`config.mk`:
```
export PLATFORM = sky130hd
export DESIGN_NAME = condunit_mt
export DESIGN_NICKNAME = d
export VERILOG_FILES = /design/src/rtl/condunit_mt.sv
export SDC_FILE = /design/constraint.sdc
export NUM_CORES = 1
export LEC_CHECK = 0
export ABC_AREA = 1
export BUFFER_PORTS_ARGS = -buffer_cell sky130_fd_sc_hd__buf_2
export CORE_UTILIZATION = 55
export DETAILED_ROUTE_END_ITERATION = 10
export PLACE_DENSITY = 0.81
export SYNTH_ARGS = -nofsm -noshare
export SYNTH_HDL_FRONTEND = slang
export SYNTH_SLANG_ARGS = --single-unit
```
`constraint.sdc`:
```
create_clock -name clk -period 3.7 [get_ports clk]
set_clock_uncertainty 0.05 [all_clocks]
set_input_delay 0.74 -clock clk [delete_from_list [all_inputs] [get_ports clk]]
set_output_delay 0.74 -clock clk [all_outputs]
set_load 0.1 [all_outputs]
```
`src/rtl/condunit_mt.sv`:
```
// Multi-threaded conditional-execution and flag unit for the E stage.
// Holds per-thread NZCV flags and IT-block state, gates write controls, and bypasses updates to D.
module condunit_mt #(
    parameter int unsigned NTHREADS = 2,
    parameter int unsigned TIDW     = (NTHREADS > 1) ? $clog2(NTHREADS) : 1
) (
    input  logic            clk,
    input  logic            reset,
    input  logic            ValidE,
    input  logic            StallE,
    input  logic            FlushE,
    input  logic [TIDW-1:0] TidE,
    input  logic [3:0]      CondE,
    input  logic [1:0]      FlagWriteE,
    input  logic [3:0]      ALUFlags,
    input  logic            RegWrite,
    input  logic            MemWrite,
    input  logic            PCSrc,
    input  logic            BranchE,
    input  logic            ITE,
    input  logic [3:0]      ITFirstCondE,
    input  logic [3:0]      ITMaskE,
    input  logic [TIDW-1:0] TidD,
    output logic            RegWriteE,
    output logic            MemWriteE,
    output logic            PCSrcE,
    output logic            BranchTakenE,
    output logic            CondExE,
    output logic            UndefE,
    output logic [3:0]      FlagsE,
    output logic [3:0]      FlagsD,
    output logic            ITActiveD
);

    localparam int unsigned FLAGW = 4;
    localparam int unsigned ITW   = 8;

    logic [FLAGW-1:0] flags_q [NTHREADS];
    logic [FLAGW-1:0] flags_d [NTHREADS];
    logic [ITW-1:0]   it_q    [NTHREADS];
    logic [ITW-1:0]   it_d    [NTHREADS];

    logic [TIDW-1:0]  tid_e;
    logic [TIDW-1:0]  tid_d;
    logic [FLAGW-1:0] cur_flags;
    logic [ITW-1:0]   cur_it;
    logic [FLAGW-1:0] rd_flags;
    logic [ITW-1:0]   rd_it;
    logic [FLAGW-1:0] new_flags;
    logic [ITW-1:0]   new_it;
    logic [3:0]       eff_cond;
    logic             it_active;
    logic             accept;
    logic             cond_ex;

    // Condition-code evaluation over {N,Z,C,V}; 4'b1111 never passes.
    function automatic logic cond_pass(input logic [3:0] c, input logic [3:0] f);
        logic n, z, cf, v, g;
        n  = f[3];
        z  = f[2];
        cf = f[1];
        v  = f[0];
        g  = (n == v);
        case (c)
            4'b0000: cond_pass = z;
            4'b0001: cond_pass = ~z;
            4'b0010: cond_pass = cf;
            4'b0011: cond_pass = ~cf;
            4'b0100: cond_pass = n;
            4'b0101: cond_pass = ~n;
            4'b0110: cond_pass = v;
            4'b0111: cond_pass = ~v;
            4'b1000: cond_pass = cf & ~z;
            4'b1001: cond_pass = ~(cf & ~z);
            4'b1010: cond_pass = g;
            4'b1011: cond_pass = ~g;
            4'b1100: cond_pass = ~z & g;
            4'b1101: cond_pass = ~(~z & g);
            4'b1110: cond_pass = 1'b1;
            default: cond_pass = 1'b0;
        endcase
    endfunction

    // Thread selection and per-thread reads; a single thread ignores the id ports.
    always_comb begin
        tid_e     = (NTHREADS == 1) ? '0 : TidE;
        tid_d     = (NTHREADS == 1) ? '0 : TidD;
        cur_flags = '0;
        cur_it    = '0;
        rd_flags  = '0;
        rd_it     = '0;
        for (int t = 0; t < NTHREADS; t++) begin
            if (TIDW'(t) == tid_e) begin
                cur_flags = flags_q[t];
                cur_it    = it_q[t];
            end
            if (TIDW'(t) == tid_d) begin
                rd_flags = flags_q[t];
                rd_it    = it_q[t];
            end
        end
    end

    // Effective condition, gating and post-update values for the E-stage thread.
    always_comb begin
        accept    = ValidE & ~StallE & ~FlushE & ~reset;
        it_active = (cur_it[3:0] != 4'b0000);
        eff_cond  = (it_active && !ITE) ? cur_it[7:4] : CondE;
        cond_ex   = cond_pass(eff_cond, cur_flags);

        CondExE      = cond_ex & accept;
        UndefE       = (eff_cond == 4'b1111) & accept;
        RegWriteE    = RegWrite & CondExE;
        MemWriteE    = MemWrite & CondExE;
        PCSrcE       = PCSrc & CondExE;
        BranchTakenE = BranchE & CondExE;

        new_flags = cur_flags;
        if (accept && cond_ex) begin
            if (FlagWriteE[1]) new_flags[3:2] = ALUFlags[3:2];
            if (FlagWriteE[0]) new_flags[1:0] = ALUFlags[1:0];
        end

        new_it = cur_it;
        if (accept) begin
            if (ITE) begin
                if (cond_ex && (ITMaskE != 4'b0000)) new_it = {ITFirstCondE, ITMaskE};
            end else if (it_active) begin
                if (cur_it[2:0] == 3'b000) new_it = '0;
                else                       new_it = {cur_it[7:5], cur_it[3:0], 1'b0};
            end
        end
    end

    // Next-state arrays: only the accepted thread changes.
    always_comb begin
        for (int t = 0; t < NTHREADS; t++) begin
            flags_d[t] = flags_q[t];
            it_d[t]    = it_q[t];
            if (reset) begin
                flags_d[t] = '0;
                it_d[t]    = '0;
            end else if (accept && (TIDW'(t) == tid_e)) begin
                flags_d[t] = new_flags;
                it_d[t]    = new_it;
            end
        end
    end

    always_ff @(posedge clk) begin
        for (int t = 0; t < NTHREADS; t++) begin
            flags_q[t] <= flags_d[t];
            it_q[t]    <= it_d[t];
        end
    end

    // D-stage read port with same-cycle bypass of the value being written.
    always_comb begin
        FlagsE    = cur_flags;
        FlagsD    = rd_flags;
        ITActiveD = (rd_it[3:0] != 4'b0000);
        if (accept && (tid_d == tid_e)) begin
            FlagsD    = new_flags;
            ITActiveD = (new_it[3:0] != 4'b0000);
        end
    end

endmodule

```
==> results_dict.tcl, run 1 <==
set metrics [dict create \
    outcome "stopped before the end" \
    stage_where_the_run_ended "global routing" \
    error_line "[ERROR DPL-0038] Utilization greater than 100%, impossible to legalize" \
    core.rowCount 21 \
    clk_path_buf_depth 2 \
    syn-cell-area_um2 2010 \
    syn-instance-count 351 \
    ys.warnings.count 0 \
    synth_top_cells_by_count "nand2_1, inv_1, nand3_1" \
    postSynthAreaPerCell_um2 5.73 \
    postSynth.asyncResetShare_pct 0 \
    grt_start_max_net_pins 17 \
    area_leader_netlist "dfxtp_1" \
    cts_made_buffers 3 \
    ios 45 \
    synth.top_cell.area_share_pct 23.9 \
    synth_enable_flop_cells 0 \
    die-height_um 62.5 \
    yosysUniqueCellTypes 27 \
    synth.yosys.seq_area_share_pct 23.9 \
    detailed_place_hpwl_um 4840 \
    buffer_ports.inserted 44 \
    clock_net_sink_count 24 \
    htree_num_levels 1 \
    postPlaceCellArea_um2 2810 \
    dominantRegCellSynth "dfxtp_1" \
    die_width_um 62.5 \
    clock_root_cell "clkbuf_4" \
    most_instantiated_library_cell_after_synthesis "nand2_1" \
    ys_top_cells_by_area "dfxtp_1, nand2_1, inv_1" \
    place_worst_setup_slack_ns -0.228 \
    gp_congestion 0.918 \
    worst_path_end_type "primary output" \
    synth.net_count 381 \
    initial_core_util_pct 58.9 \
    ys_seq_elements 24 \
    globalroute.repair_timing.worst_endpoint "ITActiveD" \
]
[cell families after synthesis]
group | count (synthesis) | share of synthesized area [%]
buf+inv | 77 | 15.7
flops | 24 | 23.9
compound gates | 81 | 22.3
xor+xnor | 1 | 0.436
simple gates | 168 | 37.7
[repair_timing]
| action | CTS |
|---|---|
| gates cloned | 1 |
| hold buffers | 0 |
| endpoints found under the setup margin | 5 |
| resized for setup | 46 |
| setup buffers | 21 |
| pin swaps | 28 |
[stage by stage]
stage	instances	utilization, %
CTS	492	94.0
floorplan	351	-
global placement	466	82.2
detailed placement	466	82.2
==> run 2, diff against run 1 <==
Settings changed: CORE_UTILIZATION 55 to 40, PLACE_DENSITY 0.81 to not set, PLACE_DENSITY_LB_ADDON set to 0.15.
==> run 2 against run 1 <==
Effect of this change: the flow now finishes, with violations (negative setup slack); area after synthesis did not move; synthesized cell count did not move.
==> results_dict.tcl, run 2 <==
set metrics [dict create \
    outcome "finished, violations left" \
    violated_checks "negative setup slack" \
    finalWorstPathRequiredPeriod_ns 3.84 \
    worstHoldPathType "reg2reg" \
    global_route.usage.met3_pct 2.49 \
    most_frequent_standard_cell_in_the_layout_excluding_fill_and_tap_cells "nand2_1" \
    ys_top_cells_by_area "dfxtp_1, nand2_1, inv_1" \
    ys.warnings.count 0 \
    via_per_inst 4.96 \
    max_clock_freq_mhz 260 \
    synth_top_cells_by_count "nand2_1, inv_1, nand3_1" \
    die-height_um 72.9 \
    worst_path_dominant_cell_family "simple AND/OR/NAND/NOR gates" \
    cp_num_buf_inv 4 \
    count_of_endpoints_failing_setup_in_the_final_report 5 \
    postRouteAntennaNets 0 \
    worst_ir_drop_vdd_v 0.000242 \
    finalNonFillerCells 518 \
    grt_start_max_net_pins 17 \
    fp.dieArea_um2 5310 \
    timing.rr.start "it_q[0][0]$_SDFFE_PP0P_" \
    clkSlewWorstSetupHoldPaths_ns 0.08 \
    endpoint_class_of_the_critical_path "primary output" \
    cp.required_ns 2.91 \
    synth_enable_flop_cells 0 \
    grt_pass1_vias 2352 \
    top_regs "it_q: 16 flops, flags_q: 8 flops" \
    postCtsHoldBufs 0 \
    worstSetupPathType "in2out" \
    detailed_place_hpwl_um 4580 \
    crit_path_cell_trace "buf_12 -> buf_12 -> nand2_4 -> nand2_4 -> nor2_4 -> nand2_4 -> nand2_8 -> nand2_4 -> nand2_4 -> nand3b_1 -> nand2_1 -> nand2_1 -> nand2_1 -> nor2_2 -> nand2_4 -> buf_6 -> nand2_8 -> nor2_4 -> nand2_1 -> o21ai_2 -> nor2_2 -> a31oi_4 -> buf_12" \
    die_width_um 72.9 \
    timing.hold.ws_ns 0.507 \
    dr.pass1.iters 5 \
    synth.top_cell.area_share_pct 23.9 \
    route.final.wire_length_um 6640 \
    critical_path.startpoint_type "input port" \
    report.final.slew_viol_count 0 \
    yosysUniqueCellTypes 27 \
    postSynthAreaPerCell_um2 5.73 \
    groute.layer.met1.usage_pct 34.8 \
    critical_path.most_common_cell "nand2_4" \
    finalCritPeriodShare_pct 104 \
    clk-insertion-delay-late_ns 0.26 \
    most_instantiated_library_cell_after_synthesis "nand2_1" \
    area_leader_netlist "dfxtp_1" \
    worst-slew-pin-transition_ns 0.643 \
    reg2reg_slack_ns 0.98 \
    htree_num_levels 1 \
    design.core.area_um2 4790 \
    synth.net_count 381 \
    ios 45 \
    clock_root_cell "clkbuf_8" \
    critical-path-max-stage-delay_ns 0.19 \
    final.setup.worst_slack_ns -0.139 \
    busiest_layer "met2" \
    largest_register_ff_count 16 \
    flow.area_growth_from_synthesis_pct 69.0 \
    num-nets-final 483 \
    tritoncts_clock_tree "yes" \
    num_antenna_cells 0 \
    grt_use_met2_pct 43.9 \
    static-leakage-power_nw 1.75 \
    rsz0062_at_grt "true" \
    gp_congestion 0.890 \
    synth.yosys.seq_area_share_pct 23.9 \
    largest_register "it_q" \
    layout.cells.most_common_list "nand2_1, inv_1, buf_4, buf_2, nand3_1" \
    dr_total_vias 2570 \
    core.rowCount 25 \
    clock_net_sink_count 24 \
    post-route-drc-count 0 \
    detailedRoute.firstIterationViolations 124 \
    layout-drive-gt1-share_pct 41.9 \
    buffer_ports.inserted 44 \
    grt_pass1_wl_um 10700 \
    beginning_of_the_worst_hold_path "it_q[0][15]$_SDFFE_PP0P_" \
    syn-instance-count 351 \
    syn-cell-area_um2 2010 \
    postSynth.asyncResetShare_pct 0 \
    critical_path_arrival_ns 3.05 \
    dominantRegCellSynth "dfxtp_1" \
    ys_seq_elements 24 \
    timing.max_slew.rel_slack_pct 56.6 \
    finalHoldViolations 0 \
    crit_start "TidE" \
    power_density_nw_per_um2 224 \
    initial_antenna_violation_count 0 \
    wl_per_cell_um 12.8 \
    cp_slowest_cell "buf_12" \
    clk_path_buf_depth 2 \
    cts_made_buffers 3 \
    max-cap-violations 0 \
    worst-path-max-fanout 8 \
    initial_core_util_pct 42.0 \
    dp.cells 496 \
    globalRouteOverflowTotal 0 \
    grt_usage_pct 26.0 \
    design_power_total_w 0.000761 \
]
==> run 2: cell counts after synthesis <==
No cell type changed its count.
==> run 2: final timing paths <==
path | end | depth (start not counted)
max | FlagsD[0] | 23
min | it_q[0][15]$_SDFFE_PP0P_ | 4
max reg2reg | flags_q[0][6]$_SDFFE_PP0P_ | 23
min reg2reg | it_q[0][15]$_SDFFE_PP0P_ | 4
==> run 2: area by class of cell <==
cell class                      count  area (µm²)
Clock buffer                        3        41.3
Fill cell                         408        1390
Inverter                           65         248
Multi-Input combinational cell    251        1590
Sequential cell                    24         480
Tap cell                           67        83.8
Timing Repair Buffer              108         955
==> run 2: what timing repair did <==
action | CTS | global route
pin swaps | 40 | 5
buffers inserted | 18 | 1
cloned | 3 | 0
endpoints found under the hold margin | 0 | 0
setup endpoints to repair | 5 | 10
resized for setup | 66 | 8
==> run 2: layer usage <==
layer / part of all wire [%] / vias to the layer above
met4: 1.6 / 0
li1: - / 1311
met1: 45 / 1154
met3: 5.9 / 12
met2: 48 / 93
met5: 0 / -
==> run 2: per-stage QoR <==
step | utilization (%) | instance area (µm²) | setup WS, ns | TNS, ns
2_1_floorplan | - | 2150 | -0.458 | -3.26
3_3_place_gp | 60.3 | 2890 | -0.228 | -0.873
3_5_place_dp | 60.3 | 2890 | -0.283 | -1.12
4_1_cts | 70.3 | 3360 | -0.0754 | -0.332
5_1_grt | 71.0 | 3400 | -0.268 | -1.26
6_report | 71.0 | 3400 | -0.139 | -0.642
==> run 2: cells by family (layout without fill, tap and decap cells) <==
kind of cell	Yosys count	in the layout	synth area share [%]
AOI/OAI and AO/OA	81	81	22.3
and+or+nand+nor	168	169	37.7
DFF	24	24	23.9
buffers and inverters	77	176	15.7
xor gates and xnor gates	1	1	0.436
==> run 2: where the power goes <==
part           internal (W)  switching, W  total, W  leakage, nW
Combinational      0.000145      0.000202  0.000347         1.54
Clock             0.0000726     0.0000754  0.000148       0.0216
Sequential         0.000263    0.00000344  0.000267        0.194
==> run 2: worst reg2reg max path, delay by kind of cell (launching register included) <==
kind	cells	cell delay, ns
simple gates	16	1.41
buf+inv	5	0.57
flops	1	0.38
compound gates	2	0.21
Note: power is estimated with default switching activity, not from simulation.
==> run 3, diff against run 2 <==
Settings changed: ABC_AREA 1 to not set.
==> run 3 against run 2 <==
Effect of this change: the run still ends with negative setup slack left; setup slack worse by 0.23 ns; maximum frequency shrank 5.7%; clock power is 61% higher; critical endpoint is now FlagsD[1]; largest power group unchanged.
==> results_dict.tcl, run 3 <==
set metrics [dict create \
    outcome "finished, violations left" \
    violated_checks "negative setup slack" \
    worst_r2r_path_depth 13 \
    grt_usage_pct 26.4 \
    pwr-share-seq_pct 32.9 \
    area_leader_netlist "dfxtp_1" \
    ys_top_cells_by_area "dfxtp_1, mux2_2, nor2_1" \
    globalRouteOverflowTotal 0 \
    rr_endpoint "it_q[0][14]$_SDFFE_PP0P_" \
    final_core_utilization_pct 64.0 \
    most_frequent_standard_cell_in_the_layout_excluding_fill_and_tap_cells "buf_4" \
    synth.top_cell.area_share_pct 20.9 \
    multi_input_comb_area_um2 1940 \
    die-height_um 77.8 \
    initial_antenna_violation_count 0 \
    holdPathStages 2 \
    largest_register "it_q" \
    critical_path_arrival_ns 3.28 \
    syn-cell-area_um2 2300 \
    most_instantiated_library_cell_after_synthesis "nor2_1" \
    num_antenna_cells 0 \
    comb_power_share_pct 37.7 \
    detailedRoute.firstIterationViolations 183 \
    wl_per_cell_um 16.6 \
    power_density_nw_per_um2 229 \
    syn-instance-count 291 \
    worst-slew-pin-transition_ns 0.615 \
    fp.dieArea_um2 6060 \
    clock_root_cell "clkbuf_8" \
    grt_pass1_wl_um 12800 \
    crit_path_cell_trace "buf_12 -> nor4b_4 -> o21a_4 -> nor2_4 -> o21a_1 -> o2111a_2 -> a311o_1 -> o211ai_1 -> mux2_4 -> o22ai_4 -> buf_12" \
    timing.setup.tns_ns -2.01 \
    power.internal_w 0.000547 \
    design_power_total_w 0.000812 \
    ios 45 \
    clk-insertion-delay-late_ns 0.27 \
    rsz0062_at_grt "true" \
    endpoint_class_of_the_critical_path "primary output" \
    final_area_um2 3550 \
    initial_core_util_pct 41.5 \
    grt_pass1_vias 2670 \
    finalWorstPathRequiredPeriod_ns 4.07 \
    synth_top_cells_by_count "nor2_1, nand2_1, dfxtp_1" \
    count_of_endpoints_failing_setup_in_the_final_report 9 \
    via_per_inst 5.90 \
    core.rowCount 27 \
    dominantRegCellSynth "dfxtp_1" \
    worst_ir_drop_vdd_v 0.000170 \
    worstHoldPathType "reg2reg" \
    clock_net_sink_count 24 \
    cts_made_buffers 3 \
    ys_seq_elements 24 \
    clkSlewWorstSetupHoldPaths_ns 0.10 \
    swShare_pct 32.6 \
    fillers 491 \
    worstHoldEndpoint "flags_q[0][5]$_SDFFE_PP0P_" \
    postRouteAntennaNets 0 \
    worst_path_dominant_cell_family "compound AO/OA/AOI/OAI gates" \
    die_width_um 77.8 \
    route.final.wire_length_um 7690 \
    num-nets-final 421 \
    top_regs "it_q: 16 flops, flags_q: 8 flops" \
    postPlaceCellArea_um2 3310 \
    worstSetupPathType "in2out" \
    buffer_ports.inserted 44 \
    clockPowerShare_pct 29.4 \
    synth_enable_flop_cells 0 \
    largest_register_ff_count 16 \
    yosysUniqueCellTypes 65 \
    finalHoldViolations 0 \
    dr.pass1.iters 4 \
    finalCritPeriodShare_pct 110 \
    cp.required_ns 2.91 \
    layout.cells.most_common_list "buf_4, nor2_1, buf_2, nand2_1, dfxtp_1" \
    timing.rr.start "it_q[0][9]$_SDFFE_PP0P_" \
    critical_path.most_common_cell "buf_12" \
    switching_power_w 0.000264 \
    timing.max_slew.rel_slack_pct 58.6 \
    ys.warnings.count 0 \
    tritoncts_clock_tree "yes" \
    clk_path_buf_depth 2 \
    beginning_of_the_worst_hold_path "flags_q[0][5]$_SDFFE_PP0P_" \
    final.setup.worst_slack_ns -0.370 \
    htree_num_levels 1 \
    max_clock_freq_mhz 246 \
    design.core.area_um2 5540 \
    worst-path-max-fanout 6 \
    crit_start "TidE" \
    postSynth.asyncResetShare_pct 0 \
    report.final.slew_viol_count 0 \
    synth.net_count 321 \
    layout-drive-gt1-share_pct 45.4 \
    synth.yosys.seq_area_share_pct 20.9 \
    static-leakage-power_nw 1.44 \
    reg2reg_slack_ns 0.57 \
    critical_path.startpoint_type "input port" \
    cp_slowest_cell "a311o_1" \
    critical-path-max-stage-delay_ns 0.41 \
    cp_num_buf_inv 2 \
    max-cap-violations 0 \
    flow.area_growth_from_synthesis_pct 54.2 \
    detailed_place_hpwl_um 5900 \
    gp_congestion 0.895 \
    postSynthAreaPerCell_um2 7.91 \
    postCtsHoldBufs 0 \
    dr_total_vias 2727 \
    post-route-drc-count 0 \
    grt_start_max_net_pins 27 \
    seq_area_um2 480 \
]
[run 3: through the flow]
stage	hold slack, ns	setup WS, ns	instances
after floorplan	0.424	-0.775	291
after global placement	0.451	-0.592	450
after detailed placement	0.442	-0.615	450
after CTS	0.458	-0.379	462
after global routing	0.504	-0.518	462
final	0.463	-0.370	462
[run 3: what timing repair did]
item | in CTS | in global routing
gates resized for setup | 20 | 8
setup endpoints to repair | 10 | 10
pin swaps | 14 | 8
endpoints found under the hold margin | 0 | 0
buffers inserted | 8 | 1
[run 3: worst max-delay path by stage]
stage,cells past startpoint,slack (ns),end
after floorplan,10,-0.78,FlagsD[0]
final,11,-0.37,FlagsD[1]
after CTS,12,-0.38,FlagsD[1]
after global placement,13,-0.59,ITActiveD
after global routing,12,-0.52,FlagsD[1]
after detailed placement,13,-0.61,ITActiveD
[run 3: final cells by class]
class | instances | area share [%]
multi-input cells | 241 | 54.6
inverters | 6 | 0.741
repair buffers | 115 | 26.5
clock buffers | 3 | 1.16
well taps | 72 | 2.54
clock inverters | 1 | 0.847
flip-flops and latches | 24 | 13.5
[run 3: kinds of logic (layout without fill, tap and decap cells)]
family          count (synthesis)  count (layout)  synth area share [%]
simple gates                  117             117                  26.1
compound gates                 86              86                  29.0
mux                            32              32                  16.0
buf+inv                        26             125                  5.11
flops                          24              24                  20.9
xor+xnor                        6               6                  2.88
[run 3: power by group through the flow]
stage / clock network, W / registers (W) / logic [W]
5_1_grt: 0.000251 / 0.000268 / 0.000324
6_report: 0.000238 / 0.000267 / 0.000306
3_5_place_dp: 0 / 0.000273 / 0.000271
3_3_place_gp: 0 / 0.000273 / 0.000269
2_1_floorplan: 0 / 0.000271 / 0.000171
4_1_cts: 0.000241 / 0.000267 / 0.000298
[run 3: worst min-delay path, delay by kind of cell (launching register included)]
kind             cells  cell delay [ns]
flip-flops           1             0.33
AND/OR/NAND/NOR      2             0.15
[run 3: routing by layer]
layer | track usage, % | wire, µm | up-vias
met2 | 44.6 | 3630 | 107
met4 | 7.17 | 76 | 0
li1 | - | - | 1307
met1 | 35.1 | 3540 | 1307
met5 | 0 | 0 | -
met3 | 3.29 | 436 | 6
